File: src/rtl/regfile_wb_arbiter.sv
// regfile_wb_arbiter
//   Shares the register file's single write port among NREQ writeback
//   requesters (ALU, LSU, MUL/DIV). Each cycle one requester is picked
//   round-robin. The winning write is registered into a one-deep output
//   stage, and that stage drives the regfile write pins directly. The stage
//   is never back-pressured, so one write per cycle is sustained.
//
// Parameters
//   NREQ  number of writeback requesters (2..8)
//   AW    register address width
//   DW    register data width
//
// Ports
//   clk         clock, all state updates on posedge
//   rst_n       asynchronous active-low reset
//   req_valid   [NREQ]     requester i has a write pending
//   req_rd      [NREQ*AW]  dest reg of requester i in [i*AW +: AW]
//   req_wdata   [NREQ*DW]  write data of requester i in [i*DW +: DW]
//   req_ready   [NREQ]     combinational one-hot grant
//   hold        suppress new grants (debug halt); output stage still drains
//   rf_we       regfile write enable (never set for x0)
//   rf_rd       regfile write address
//   rf_wdata    regfile write data
//   pend_valid  in-flight write to a nonzero reg (same as rf_we)
//   pend_rd     dest of the in-flight write (same as rf_rd)
//   last_gnt    index of the most recently granted requester
module regfile_wb_arbiter #(
  parameter int NREQ = 3,
  parameter int AW   = 5,
  parameter int DW   = 32
) (
  input  logic                 clk,
  input  logic                 rst_n,
  input  logic [NREQ-1:0]      req_valid,
  input  logic [NREQ*AW-1:0]   req_rd,
  input  logic [NREQ*DW-1:0]   req_wdata,
  output logic [NREQ-1:0]      req_ready,
  input  logic                 hold,
  output logic                 rf_we,
  output logic [AW-1:0]        rf_rd,
  output logic [DW-1:0]        rf_wdata,
  output logic                 pend_valid,
  output logic [AW-1:0]        pend_rd,
  output logic [2:0]           last_gnt
);

  // Requester indices always fit in 3 bits because NREQ <= 8.
  localparam int PW = 3;

  // Round-robin successor of a granted index.
  function automatic logic [PW-1:0] rr_next(input logic [PW-1:0] g);
    if (int'(g) == NREQ - 1) return '0;
    else                     return g + PW'(1);
  endfunction

  // x0 is hardwired zero: a write targeting it is consumed but never enabled.
  function automatic logic rd_writes(input logic [AW-1:0] rd);
    return |rd;
  endfunction

  logic [PW-1:0]   ptr_p1;
  logic [PW-1:0]   last_p1;
  logic            vld_p1;
  logic [AW-1:0]   rd_p1;
  logic [DW-1:0]   wdata_p1;

  logic [NREQ-1:0] gnt_oh_p0;
  logic [PW-1:0]   gnt_idx_p0;
  logic            vld_p0;
  logic [AW-1:0]   rd_p0;
  logic [DW-1:0]   wdata_p0;

  // Stage p0: combinational round-robin scan starting at ptr. The scan wraps
  // by subtraction since ptr is always < NREQ. Only req_valid and hold feed
  // the grant; rd/wdata never do.
  always_comb begin
    int idx;
    gnt_oh_p0  = '0;
    gnt_idx_p0 = '0;
    vld_p0     = 1'b0;
    idx        = 0;
    if (!hold) begin
      for (int k = 0; k < NREQ; k++) begin
        idx = int'(ptr_p1) + k;
        if (idx >= NREQ) idx = idx - NREQ;
        if (!vld_p0 && req_valid[idx]) begin
          vld_p0         = 1'b1;
          gnt_idx_p0     = PW'(idx);
          gnt_oh_p0[idx] = 1'b1;
        end
      end
    end
  end

  // Winner's payload; a one-hot AND-OR mux so no index arithmetic on buses.
  always_comb begin
    rd_p0    = '0;
    wdata_p0 = '0;
    for (int i = 0; i < NREQ; i++) begin
      if (gnt_oh_p0[i]) begin
        rd_p0    = req_rd[i*AW +: AW];
        wdata_p0 = req_wdata[i*DW +: DW];
      end
    end
  end

  // Grants are masked while reset is asserted so no requester sees a
  // handshake that the (held-in-reset) output stage would drop.
  assign req_ready = rst_n ? gnt_oh_p0 : '0;

  // Stage p1: output register. A grant always implies a transfer because
  // ready is only raised on a valid requester.
  always_ff @(posedge clk or negedge rst_n) begin
    if (!rst_n) begin
      vld_p1   <= 1'b0;
      rd_p1    <= '0;
      wdata_p1 <= '0;
      last_p1  <= '0;
      ptr_p1   <= '0;
    end else if (vld_p0) begin
      vld_p1   <= rd_writes(rd_p0);
      rd_p1    <= rd_p0;
      wdata_p1 <= wdata_p0;
      last_p1  <= gnt_idx_p0;
      ptr_p1   <= rr_next(gnt_idx_p0);
    end else begin
      vld_p1   <= 1'b0;
    end
  end

  assign rf_we      = vld_p1;
  assign rf_rd      = rd_p1;
  assign rf_wdata   = wdata_p1;
  assign pend_valid = vld_p1;
  assign pend_rd    = rd_p1;
  assign last_gnt   = last_p1;

endmodule
File: config.mk
export PLATFORM = sky130hd
export DESIGN_NAME = regfile_wb_arbiter
export DESIGN_NICKNAME = d
export VERILOG_FILES = /design/src/rtl/regfile_wb_arbiter.sv
export SDC_FILE = /design/constraint.sdc
export NUM_CORES = 1
export LEC_CHECK = 0
export CORE_MARGIN = 2
export CORE_UTILIZATION = 40
export CTS_CLUSTER_DIAMETER = 200
export DETAILED_ROUTE_END_ITERATION = 16
export GPL_TIMING_DRIVEN = 0
export HOLD_SLACK_MARGIN = 0.08
export PLACE_DENSITY_LB_ADDON = 0.25
export SYNTH_ARGS = -nofsm -noshare
export SYNTH_HDL_FRONTEND = slang
export SYNTH_SLANG_ARGS = --single-unit
File: constraint.sdc
create_clock -name clk -period 5.4 [get_ports clk]
set_input_delay 0.54 -clock clk [delete_from_list [all_inputs] [get_ports clk]]
set_output_delay 0.54 -clock clk [all_outputs]
set_load 0.005 [all_outputs]
Word-level counts from Yosys, hierarchy flattened:

Index checks and enable logic that the tools add are counted.
Widths: inputs -> output; s select.

* reduce and logical (&&, ||, !) cells: 8
* bitwise logic cells: 2
* add/sub/neg operators: 6
* muxes and demuxes: 46
* eq/ne operators: 1
* magnitude comparators: 9

Operators by type and width (count)
* $mux 32: 9
* $ge 32x1->1 const B: 3
* $lt 32x4->1 const B: 3
* $mux 3: 12
* $mux 1: 16
* $mux 5: 3
* $sub 4x2->5 const B: 2
* $ge 4x2->1 const B: 2
* $bmux 1 s2: 3
* $demux 1 s2: 3
* $or 3x3->3: 2
* $logic_and 1x1->1: 5
* $reduce_or 5->1: 1
* $add 3x1->4 const B: 1
* $add 3x2->4 const B: 1
* $sub 3x2->4 const B: 1
* $add 3x1->3 const B: 1
* $eq 3x3->1 const B: 1
* $ge 3x2->1 const B: 1
* $logic_not 1->1: 2

* output and inout bits: 50
* flip-flop bits (word level): 44

Depth between registers and ports, before layout:

Gate-level depths: netlist of the first run.

* depth in word-level cells: 21
* mapped depth: 13
* gate-level depth less buffers: 10

Worst setup path after synthesis of the first run:

OpenSTA, ideal clock, no wires.

* kind: flip-flop to output port
* start point: register ptr_p1[1]
* end point: output port req_ready[2]
* stages on the path, launching flop included: 13
* required time: 4.860 ns
* buffers on the path: 3
* slack: 2.113 ns
* arrival time: 2.747 ns
* cells stage by stage: dfrtp_1 -> ha_1 -> inv_1 -> ha_1 -> buf_6 -> or3_1 -> a31oi_1 -> o211a_2 -> and4_4 -> o21ba_1 -> buf_6 -> buf_2 -> and2_1

* longest elaborated chain between the ends: 17
* elaborated cells between the ends (all ways): 55
* classes of those cells: add/sub: 5; order compare: 9; mux: 32; bitwise: 2; reduce/logical: 7

RTL lines
* start, declared: line 61 `logic [PW-1:0] ptr_p1;`
* start signal, assigned: line 125 `ptr_p1 <= rr_next(gnt_idx_p0);`
* branches (longest 14 deep; another with $ge 32x1->1)
* $mux 3 (*): line 86 `if (!vld_p0 && req_valid[idx]) begin`
* $mux 3 (*): line 82 `if (!hold) begin`
* $mux 3 (*): line 109 `assign req_ready = rst_n ? gnt_oh_p0 : '0;`
* end, declared: line 37 `output logic [NREQ-1:0] req_ready,`

Mark *: on every way between the ends. The select of a mux whose other input is x is not followed.

Worst setup path in the final report of the first run:

* start point: register ptr_p1[0]
* end point: output port req_ready[0]

The elaborated chain is that of the path after synthesis.

==> impl_summary.log, run 1 <==
[metrics] outcome: finished, final reports clean
[metrics] buffer type at the clock tree root: sky130_fd_sc_hd__clkbuf_8
[metrics] Yosys warning total: 0
[metrics] wire length reported by the detailed router: 13.1 mm
[metrics] critical path's slowest cell: sky130_fd_sc_hd__dfrtp_1
[metrics] all-layer global routing usage: a little over a quarter
[metrics] CP Data Arrival Time: 3.95 ns
[metrics] maximum capacitance violations: 0
[metrics] power per standard cell area: 596 nW/um2
[metrics] worst relative slew slack: between 40% and 50%
[metrics] non-filler instance count after layout: slightly above 700
[metrics] RSZ-0062 raised after global routing: no
[metrics] total of fill cells in the finished design: 794
[metrics] capturing element type of the critical path: primary output
[metrics] post-layout net count: roughly 730
[metrics] WP buf/inv: 7
[metrics] Primary FF master, synth: sky130_fd_sc_hd__dfrtp_1
[metrics] # hold bufs at CTS: 0
[metrics] CP Launch Type: flip-flop
[metrics] final core utilization: between 60% and 70%
[metrics] Die Ht: 97.4 um
[metrics] proportion of synthesized chip area in sequential cells: 31.5%
[metrics] first-pass GRT wire length: 21.0 mm
[metrics] number of buffers inserted by port buffering: 166
[metrics] worst-case clock skew: 0.0111 ns
[metrics] post-detail-place hpwl: 9.93 mm
[metrics] commonest non-fill, non-tap cell in the layout: sky130_fd_sc_hd__clkdlybuf4s50_1
[metrics] peak ir drop on the vdd network: ~350 uV
[metrics] maximum cell stage delay along the critical path: 0.50 ns
[metrics] TritonCTS clock tree: built
[metrics] number of gates resized after CTS: 0
[metrics] Critical path origin: ptr_p1[0]$_DFFE_PN0P_
[metrics] antenna violations before repair: 0
[metrics] post-route minimum period: 4.49 ns
[metrics] growth of design area from synthesis to finish: 55.6%
[metrics] vias post-DR: 4108
[metrics] launching point of the worst reg2reg path: ptr_p1[0]$_DFFE_PN0P_
[metrics] Net Count, Synth: 559
[metrics] Hold Path Class: in -> async
[metrics] count of flip-flops with a built-in enable after synthesis: 0
[metrics] synthesized instance count: 433
[metrics] critical path required time: 4.86 ns
[metrics] Worst Tran Pin Value: ~0.78 ns
[metrics] detail-routed via count per cell: between 5 and 6
[metrics] global route total overflow: 0
[metrics] total of endpoints with negative setup slack in the final report: 0
[metrics] floorplan die width: 97.4 um
[metrics] number of distinct library cell variants in the gate-level netlist after synthesis: 60
[metrics] detailed-routing iteration count for the pre-antenna-repair pass: 6
[metrics] iteration-0 DRC count of the detailed router: 191
[metrics] core area: between 8000 and 9000 um2
[metrics] clock buffer depth: 2
[metrics] number of primary I/O pins: 167
[metrics] setup fix buffers added after clock tree synthesis: 0
[metrics] share of the clock period used by the worst path: 83.1%
[metrics] per-instance average area after synthesis: 8.06 um2
[metrics] Clock transition at path regs: approximately 0.10 ns
[metrics] post-synthesis register bit count: 44
[metrics] number of clock buffers inserted by TritonCTS: 5
[metrics] max-slew violation count: 0
[metrics] flop-to-flop setup slack: 1.80 ns
[metrics] number of hold violations in the final report: 0
[metrics] count of cells along the worst register-to-register path: 13
[metrics] number of cells after detailed placement: 708
[metrics] critical path start-end classification: reg -> out
[metrics] Max Clk Rate: between 200 and 250 MHz
[metrics] critical-path maximum fanout: 10
[metrics] area of the mapped netlist: 3490 um2
[metrics] # DRC: 0
[metrics] antenna-violating nets left: 0
[metrics] routability cong.: 0.922
[metrics] share of cells above drive strength 1: 9.06%
[metrics] share of synthesized registers carrying an async set or reset: between 90% and 100%
[metrics] latest clock arrival within the worst-skew pair: 0.31 ns
[metrics] antenna diode count: 0
[metrics] Top delay family on crit path: buffers and inverters
[metrics] pin count of the biggest net entering global routing: 28
[metrics] die area: 9490 um2
[metrics] sum of negative setup slack: 0 ns
[metrics] via count of the first global-routing pass: 4124
[metrics] Num Clock Sinks: 44
[metrics] H-tree depth reported by CTS: 2
[metrics] number of core rows: 34
[metrics] R2R Path End: rf_wdata[2]$_DFFE_PN0P_
[metrics] CP cell instances: inv_1, ha_1, buf_2, clkbuf_1, inv_1, nand3_1, o211a_2, nand4_1, nand2_1, buf_2, buf_4, and2_1, clkdlybuf4s50_1
[metrics] Initial Utilization: between 40 and 50%
[metrics] wire length per cell: 18.3 um
[metrics] total leakage power: ~2.2 nW
[metrics] commonest cells after routing, fill and taps aside: 165 x sky130_fd_sc_hd__clkdlybuf4s50_1, 44 x sky130_fd_sc_hd__dfrtp_1, 40 x sky130_fd_sc_hd__nand2_1, 40 x sky130_fd_sc_hd__a21oi_1, 39 x sky130_fd_sc_hd__nor2_1
## registers in the layout (all words and copies together) (netlist names)
signal	flops
rf_wdata	32
pend_rd	5
last_gnt	3
ptr_p1	3
pend_valid	1
## cells by family after synthesis
family                     Yosys count  synth area share, %
and+or+nand+nor                    160                 23.7
AOI/OAI and AO/OA                  160                 31.2
adders and majority gates            9                 3.22
DFF                                 44                 31.5
muxes                                2                0.573
buffers and inverters               54                 8.78
xor gates and xnor gates             4                 1.00
## cell usage after synthesis, drive strengths merged (3+ instances only)
master	instances	area share [%]
a211oi	5	1.1
nand2b	38	6.8
a31oi	8	1.4
clkbuf	18	1.9
a21oi	40	5.7
a311oi	34	9.2
inv	6	0.64
a22oi	6	1.3
nor4b	4	1.0
or3	3	0.54
ha	9	3.2
nand2	41	4.5
buf	30	6.2
nand3	5	0.72
nor3	5	0.72
dfrtp	44	32
o22ai	3	0.54
xor2	3	0.75
a21o	4	0.86
and2	6	1.1
a32oi	3	0.75
o21ai	40	5.7
nor2	40	4.4
## layer usage
layer / vias up / share of wire [%] / global-route usage [%] / wire, um
met5: - / 0 / 0 / 0
met4: 0 / 2.5 / 8.87 / 322
met3: 24 / 6.4 / 5.04 / 831
met2: 163 / 48 / 46.7 / 6310
met1: 1982 / 43 / 34.1 / 5610
li1: 1939 / - / - / -
## cell type report
cell class,instances,area [um2],area share (%)
multi-input combinational,335,2080,38.4
clock buffer,5,68.8,1.27
timing repair buffer,167,1680,30.9
tap,108,135,2.49
clock inverter,2,60.1,1.11
inverter,6,22.5,0.415
sequential,44,1100,20.3
buffer,48,284,5.23
## power breakdown
part	internal (W)	leakage [nW]	switching, W
Clock	0.000182	0.0642	0.000129
Combinational	0.00106	1.56	0.00128
Sequential	0.000489	0.561	0.0000987
Total	0.00174	2.18	0.00150
## worst max path at each step
stage	slack (ns)	endpoint	cells past startpoint
after floorplan	2.11	req_ready[2]	12
after global placement	1.27	req_ready[0]	13
after detailed placement	1.30	req_ready[0]	13
after CTS	0.93	req_ready[0]	13
after global routing	0.64	req_ready[0]	13
final	0.91	req_ready[0]	13
## metrics by stage
stage,hold WS (ns),cell area (um2),setup slack [ns],power [W]
floorplan,0.244,3490,2.11,0.00209
global placement,0.464,5290,1.27,0.00287
detailed placement,0.469,5300,1.30,0.00292
CTS,0.205,5430,0.934,0.00323
global route,0.235,5430,0.635,0.00350
finish,0.187,5430,0.910,0.00324
Note: power is estimated with default switching activity, not from simulation.
==> run 2: changes to the inputs <==
==> constraint.sdc (replaced) <==
create_clock -name clk -period 4.5 [get_ports clk]
set_input_delay 0.45 -clock clk [delete_from_list [all_inputs] [get_ports clk]]
set_output_delay 0.45 -clock clk [all_outputs]
set_load 0.005 [all_outputs]
==> impl_summary.log, run 2 (same netlist as run 1, synthesis figures left out) <==
[metrics] share of the clock period used by the worst path: 93.6%
[metrics] latest clock arrival within the worst-skew pair: about 0.32 ns
[metrics] all-layer global routing usage: 27.1%
[metrics] number of clock buffers inserted by TritonCTS: 5
[metrics] total leakage power: ~2.2 nW
[metrics] wire length reported by the detailed router: 13.1 mm
[metrics] Clock transition at path regs: 0.10 ns
[metrics] commonest cells after routing, fill and taps aside: 165 x sky130_fd_sc_hd__clkdlybuf4s50_1, 42 x sky130_fd_sc_hd__dfrtp_1, 40 x sky130_fd_sc_hd__nand2_1, 40 x sky130_fd_sc_hd__a21oi_1, 39 x sky130_fd_sc_hd__nor2_1
[metrics] detail-routed via count per cell: between 5 and 6
[metrics] wire length per cell: 18.3 um
[metrics] power per standard cell area: 716 nW/um2
[metrics] critical path start-end classification: reg -> out
[metrics] first-pass GRT wire length: 21.0 mm
[metrics] worst relative slew slack: 49.9%
[metrics] post-detail-place hpwl: between 9 and 10 mm
[metrics] floorplan die width: between 90 and 100 um
[metrics] capturing element type of the critical path: primary output
[metrics] R2R Path End: rf_wdata[2]$_DFFE_PN0P_
[metrics] pin count of the biggest net entering global routing: 28
[metrics] CP Launch Type: flip-flop
[metrics] antenna-violating nets left: 0
[metrics] outcome: finished, final reports clean
[metrics] area of all placed cells without fillers: 5440 um2
[metrics] maximum capacitance violations: 0
[metrics] antenna diode count: 0
[metrics] critical-path maximum fanout: 10
[metrics] number of primary I/O pins: ~170
[metrics] total of fill cells in the finished design: 794
[metrics] iteration-0 DRC count of the detailed router: approximately 180
[metrics] routability cong.: ~0.92
[metrics] Max Clk Rate: 237 MHz
[metrics] Die Ht: 97.4 um
[metrics] buffer type at the clock tree root: sky130_fd_sc_hd__clkbuf_8
[metrics] antenna violations before repair: 0
[metrics] worst-case clock skew: 0.0127 ns
[metrics] # hold bufs at CTS: 0
[metrics] placed cell area: 5300 um2
[metrics] number of hold violations in the final report: 0
[metrics] Initial Utilization: 40.6%
[metrics] Setup WS post-layout: 0.288 ns
[metrics] commonest non-fill, non-tap cell in the layout: sky130_fd_sc_hd__clkdlybuf4s50_1
[metrics] total of endpoints with negative setup slack in the final report: 0
[metrics] launching point of the worst reg2reg path: ptr_p1[1]$_DFFE_PN0P_
[metrics] flop-to-flop setup slack: 1.01 ns
[metrics] Hold Path Class: in -> async
[metrics] sum of negative setup slack: 0 ns
[metrics] vias post-DR: 4098
[metrics] peak ir drop on the vdd network: 426 uV
[metrics] final core utilization: 63.3%
[metrics] post-layout net count: between 700 and 800
[metrics] RSZ-0062 raised after global routing: no
[metrics] via count of the first global-routing pass: 4124
[metrics] post-route minimum period: between 4 and 5 ns
[metrics] critical path required time: 4.05 ns
[metrics] core area: 8590 um2
[metrics] share of cells above drive strength 1: 9.56%
[metrics] # DRC: 0
[metrics] max-slew violation count: 0
[metrics] global route total overflow: 0
[metrics] TritonCTS clock tree: built
[metrics] number of buffers inserted by port buffering: 166
[metrics] Num Clock Sinks: 44
[metrics] die area: between 9000 and 10000 um2
[metrics] flip-flop count of the largest register, all copies and words added: 32
[metrics] H-tree depth reported by CTS: 2
[metrics] CP Data Arrival Time: 3.76 ns
[metrics] clock buffer depth: 2
[metrics] detailed-routing iteration count for the pre-antenna-repair pass: 8
[metrics] growth of design area from synthesis to finish: 55.7%
[metrics] count of cells along the worst register-to-register path: 13
[metrics] Worst Tran Pin Value: 0.746 ns
[metrics] Placement Setup Slack: 0.490 ns
[metrics] number of core rows: 34
[run 2: metal layers]
layer  up-vias  global-route usage [%]  part of all wire [%]
met1      1954                    34.1                    42
met2       179                    46.7                    48
met4         0                    8.87                   2.5
met5         -                       0                     0
met3        28                    5.04                   7.3
li1       1937                       -                     -
[run 2: where the power goes]
group	internal (W)	switching, W
sequential	0.000589	0.000119
clock	0.000219	0.000153
combinational	0.00128	0.00153
total	0.00209	0.00181
[run 2: worst max-delay path: stages (launching register included)]
cell	delay (ns)
sky130_fd_sc_hd__dfrtp_2	0.48
sky130_fd_sc_hd__ha_1	0.21
sky130_fd_sc_hd__inv_1	0.05
sky130_fd_sc_hd__ha_1	0.27
sky130_fd_sc_hd__buf_6	0.14
sky130_fd_sc_hd__or3_1	0.33
sky130_fd_sc_hd__a31oi_1	0.26
sky130_fd_sc_hd__o211a_2	0.31
sky130_fd_sc_hd__nand4_1	0.17
sky130_fd_sc_hd__nand2_1	0.14
sky130_fd_sc_hd__buf_2	0.24
sky130_fd_sc_hd__buf_4	0.22
sky130_fd_sc_hd__and2_1	0.13
sky130_fd_sc_hd__clkdlybuf4s50_1	0.50
[run 2: layout make-up]
cell class / count / area (um2) / share of cell area [%]
multi-input combinational: 335 / 2080 / 38.3
timing repair buffer: 167 / 1680 / 30.8
sequential: 44 / 1100 / 20.3
buffer: 48 / 285 / 5.25
tap: 108 / 135 / 2.49
clock buffer: 5 / 68.8 / 1.27
clock inverter: 2 / 60.1 / 1.10
inverter: 6 / 22.5 / 0.414
[run 2: timing repair]
item / CTS / global route
resized for setup: 0 / 5
hold endpoints to repair: 0 / 0
setup buffers: 0 / 0
endpoints found under the setup margin: 0 / 3
[run 2: how the worst max path moves through the flow]
stage	cells after the start	startpoint	to
2_1_floorplan	12	ptr_p1[1]$_DFFE_PN0P_	req_ready[2]
3_3_place_gp	13	ptr_p1[0]$_DFFE_PN0P_	req_ready[0]
3_5_place_dp	13	ptr_p1[0]$_DFFE_PN0P_	req_ready[0]
4_1_cts	13	ptr_p1[0]$_DFFE_PN0P_	req_ready[0]
5_1_grt	13	ptr_p1[1]$_DFFE_PN0P_	req_ready[0]
6_report	13	ptr_p1[1]$_DFFE_PN0P_	req_ready[0]
[run 2: through the flow]
| stage | total power (W) | cells | hold WS [ns] |
|---|---|---|---|
| 2_1_floorplan | 0.00251 | 433 | 0.154 |
| 3_3_place_gp | 0.00344 | 707 | 0.464 |
| 3_5_place_dp | 0.00350 | 708 | 0.455 |
| 4_1_cts | 0.00388 | 715 | 0.115 |
| 5_1_grt | 0.00420 | 715 | 0.145 |
| 6_report | 0.00389 | 715 | 0.0986 |
==> RTL change 1: new RTL, flow settings as in run 2 <==
Set the parameter `AW` to 6 (it was 5).
--- a/src/rtl/regfile_wb_arbiter.sv
+++ b/src/rtl/regfile_wb_arbiter.sv
@@ -27,5 +27,5 @@
 module regfile_wb_arbiter #(
   parameter int NREQ = 3,
-  parameter int AW   = 5,
+  parameter int AW   = 6,
   parameter int DW   = 32
 ) (
Ports: changed (resized pend_rd, req_rd and rf_rd); port bits go from 167 to 172. No check against the original RTL was run, so the function may have changed too.
==> RTL change 1 against run 2 <==
- register-to-register slack worse by 0.55 ns
- area after synthesis fell by 14%
- power decreased by 12%
- final area down 8.2%
- routed wire length shrank 18%
- clock power is 28% lower
- sequential share of layout area rose by 2.3 points
- setup slack got worse by 0.073 ns
- sequential cell count increased by 1
- critical path type unchanged
==> RTL change 1: results (changes against run 2) <==
INFO  metric synth_adder_area_share = 3.75% (+0.52 points)
INFO  metric met1_usage = 30.5% (-3.6 points)
INFO  metric outcome = finished, final reports clean
INFO  metric worst_ir_drop_vdd = 0.325 mV (-24%)
INFO  metric post_synth_xor_area_fraction = 0.874% (-0.13 points)
INFO  metric worstSetupEndpoint = req_ready[2]
INFO  metric synth_top_cells_by_count = 49 x sky130_fd_sc_hd__nand2_1, 49 x sky130_fd_sc_hd__nor2_1, 45 x sky130_fd_sc_hd__dfrtp_1
INFO  metric placed_cell_area = 4860 um^2 (-8.4%)
INFO  metric place.port_buffers = 171 (+3.0%)
INFO  metric fin_cells = 638 (-11%)
INFO  metric p_comb_share = 71.4% (-0.9 points)
INFO  metric gp_congestion = 0.970 (+5.3%)
INFO  metric place_worst_setup_slack = -0.551 ns (-1.04 ns)
INFO  metric num-multi-input-gates = 272 (-19%)
INFO  metric synth.yosys.seq_area_share = 37.5% (+5.9 points)
INFO  metric synth.area.top_cells = sky130_fd_sc_hd__dfrtp_1 37%, sky130_fd_sc_hd__a221oi_1 11%, sky130_fd_sc_hd__nand2_1 6.1%, sky130_fd_sc_hd__nor2_1 6.1%, sky130_fd_sc_hd__o21ai_1 4.8%
INFO  metric multi_input_comb_area = 1690 um^2 (-19%)
INFO  metric detailedRoute.firstIterationViolations = 152 (-14%)
INFO  metric regToRegStartpoint = ptr_p1[0]
INFO  metric hold_slack = 0.133 ns (+0.0339 ns)
INFO  metric synth-compound-area-share = 26.9% (-4.4 points)
INFO  metric cp.arrival = 3.83 ns (+0.07 ns)
INFO  metric well_tap_count = 99 (-8.3%)
INFO  metric grtUsageMet2 = 46.4% (-0.34 points)
INFO  metric r2r_cells = 16 (+3)
INFO  metric numPlacedInstances = 631 (-11%)
INFO  metric synth_fp_nets = 489 (-13%)
INFO  metric clock_area_share = 1.80% (-0.57 points)
INFO  metric post-dp-hpwl = 8.58 mm (-14%)
INFO  metric fmax = 0.233 GHz (-1.7%)
==> RTL change 1: critical path: stages (launching register included) <==
cell and delay [ns]:
sky130_fd_sc_hd__dfrtp_2 0.42, sky130_fd_sc_hd__buf_6 0.14, sky130_fd_sc_hd__buf_4 0.17, sky130_fd_sc_hd__inv_1 0.13, sky130_fd_sc_hd__ha_1 0.24, sky130_fd_sc_hd__clkbuf_2 0.17
sky130_fd_sc_hd__nor3b_1 0.16, sky130_fd_sc_hd__o21ai_1 0.25, sky130_fd_sc_hd__nand2b_1 0.15, sky130_fd_sc_hd__or3_1 0.39, sky130_fd_sc_hd__o221a_4 0.32, sky130_fd_sc_hd__nor2_4 0.14
sky130_fd_sc_hd__buf_8 0.18, sky130_fd_sc_hd__and2_1 0.14, sky130_fd_sc_hd__clkdlybuf4s50_1 0.51
==> RTL change 1: per-layer routing <==
metal  up-vias  share of wire (%)
li1       1656                  -
met1      1633                 38
met2       176                 51
met3        19                8.3
met4         0                2.2
met5         -                  0
==> RTL change 2: new RTL, flow settings as in run 2 <==
Without the edit above. Make the reset (`rst_n`) synchronous in one clocked block. Comments in the files are not updated.
--- a/src/rtl/regfile_wb_arbiter.sv
+++ b/src/rtl/regfile_wb_arbiter.sv
@@ -111,5 +111,5 @@
   // Stage p1: output register. A grant always implies a transfer because
   // ready is only raised on a valid requester.
-  always_ff @(posedge clk or negedge rst_n) begin
+  always_ff @(posedge clk) begin
     if (!rst_n) begin
       vld_p1   <= 1'b0;
Behaviour: differs if rst_n is asserted again (counterexample within 4 cycles, from zero or initial values and one cycle with rst_n low); with rst_n held inactive, the same outputs for 10 cycles.
==> RTL change 2 against run 2 <==
- sequential power fell by 25%
- power fell by 34%
- core utilization rose by 3.1 points
- setup slack got worse by 0.12 ns
- routed wire length fell by 12%
- sequential cell count did not move
- worst hold slack improved by 0.35 ns
- area after synthesis fell by 11%
- final area fell by 7.1%
- critical path depth rose by 1
- non-clock buffer count fell by 6
- count of clock-buffer cells in the layout rose by 2
- cell count fell by 4.9%
- critical endpoint unchanged
- largest power group unchanged
==> RTL change 2: results (changes against run 2) <==
INFO  metric outcome = finished, final reports clean
INFO  metric cp.arrival = 3.88 ns (+0.12 ns)
INFO  metric fill_cells = 662 (-17%)
INFO  metric synth.yosys.seq_area_share = 28.5% (-3.1 points)
INFO  metric grt_antenna_before_repair = 0 (unchanged)
INFO  metric cts-root-to-sink-buffers = 2 (unchanged)
INFO  metric first_pass_grt_wire_length = 17.9 mm (-15%)
INFO  metric globalRouteMet3Util = 5.67% (+0.63 points)
INFO  metric timing.critical_path.slowest_stage_cell = sky130_fd_sc_hd__clkdlybuf4s50_1
INFO  metric met3WireLength = 787 um (-18%)
INFO  metric largest_register_ff_count = 32 (unchanged)
INFO  metric htree_levels = 2 (unchanged)
INFO  metric vias = 3770 (-8.0%)
INFO  metric numPlacedInstances = 669 (-5.5%)
INFO  metric worstSkewPairLatency = 0.29 ns (-0.03 ns)
INFO  metric leakage = 1.79 nW (-18%)
INFO  metric length_of_routed_met2_wiring = 5.43 mm (-14%)
INFO  metric synth_top_cells_by_count = 74 x sky130_fd_sc_hd__a21oi_1, 44 x sky130_fd_sc_hd__dfxtp_1, 43 x sky130_fd_sc_hd__nand2_1
INFO  metric worst_path_largest_cell_delay = 0.51 ns
INFO  metric grt_start_max_net_pins = 19 (-32%)
INFO  metric vias_per_cell = 5.54 (-3.3%)
INFO  metric design.final.nets = 703 (-4.1%)
INFO  metric gp_congestion = 0.884 (-4.1%)
INFO  metric synthArstFlopShare = 0% (-100 points)
INFO  metric hold_class = register to register
INFO  metric drive_gt1_share = 9.34% (-0.21 points)
INFO  metric worst_ir_drop_vdd = 0.281 mV (-34%)
INFO  metric grt.total_usage = 26.2% (-0.86 points)
INFO  metric distinct_cell_type_count_after_synthesis = 57 (-5.0%)
INFO  metric route.detailed.wl_per_inst = 17.0 um (-7.2%)
INFO  metric syn_inst = 402 (-7.2%)
INFO  metric post_route_met1_wirelength = 5.07 mm (-8.1%)
INFO  metric grt_pass1_vias = 3494 (-15%)
INFO  metric clock_tree.root_cell = sky130_fd_sc_hd__clkbuf_8
INFO  metric slew_headroom = 61.9% (+12 points)
INFO  metric detailedRoute.firstIterationViolations = 128 (-27%)
INFO  metric synth_fp_nets = 528 (-5.5%)
INFO  metric synth.area.top_cells = sky130_fd_sc_hd__dfxtp_1 28%, sky130_fd_sc_hd__a21oi_1 12%, sky130_fd_sc_hd__o2bb2ai_1 9.3%, sky130_fd_sc_hd__nand3_1 6.3%, sky130_fd_sc_hd__nand2_1 5.2%
INFO  metric place.port_buffers = 165 (-0.60%)
INFO  metric place_worst_setup_slack = -0.103 ns (-0.593 ns)
INFO  metric grtUsageMet2 = 43.3% (-3.4 points)
INFO  metric clk_transition_reported_paths = 0.08 ns (-0.02 ns)
INFO  metric inserted_clock_buffers = 5 (unchanged)
INFO  metric detailedRoute.firstPassIterationCount = 4 (-4)
INFO  metric met1_usage = 33.9% (-0.16 points)
INFO  metric topRoutingLayerUsed = met4
INFO  metric post-dp-hpwl = 8.87 mm (-11%)
INFO  metric placed_cell_area = 4870 um^2 (-8.1%)
INFO  metric skew = 0.00424 ns (-0.00846 ns)
==> RTL change 2: final timing paths <==
| path | from | end | slack, ns | cells after the start |
|---|---|---|---|---|
| hold / removal | rf_wdata[4] | rf_wdata[4] | 0.45 | 2 |
| hold reg to reg | rf_wdata[4] | rf_wdata[4] | 0.45 | 2 |
| setup reg to reg | ptr_p1[0] | rf_wdata[14] | 0.75 | 15 |
| setup / recovery | ptr_p1[1] | req_ready[0] | 0.17 | 14 |
==> RTL change 2: what timing repair did <==
action / 4_1_cts / 5_1_grt
hold endpoints to repair: 0 / 0
setup buffers: 0 / 4
pin swaps: 0 / 0
gates resized for setup: 6 / 10
setup endpoints to repair: 3 / 3
==> RTL change 2: power breakdown <==
group / switching (mW) / internal (mW) / leakage, nW / total (mW)
Clock: 0.141 / 0.125 / 0.0445 / 0.266
Combinational: 0.918 / 0.838 / 1.38 / 1.76
Sequential: 0.0531 / 0.479 / 0.361 / 0.532
==> RTL change 2: area by class of cell <==
type                       instances  area (um^2)  share of cell area [%]
multi-input combinational        310         1970                    39.1
timing repair buffer             169         1680                    33.3
sequential                        44          886                    17.5
buffer                            40          258                    5.10
tap                              102          128                    2.53
clock buffer                       7         86.3                    1.71
inverter                           7         30.0                   0.595
clock inverter                     1         7.51                   0.149
==> RTL change 2: logic make-up (layout without fill, tap and decap cells) <==
group / after synthesis / after routing / synth area share (%)
AOI/OAI and AO/OA: 162 / 162 / 35.0
and+or+nand+nor: 130 / 130 / 20.9
DFF: 44 / 44 / 28.5
adders and majority gates: 9 / 9 / 3.64
xor gates and xnor gates: 4 / 4 / 1.13
muxes: 5 / 5 / 1.94
buffers and inverters: 48 / 224 / 8.89
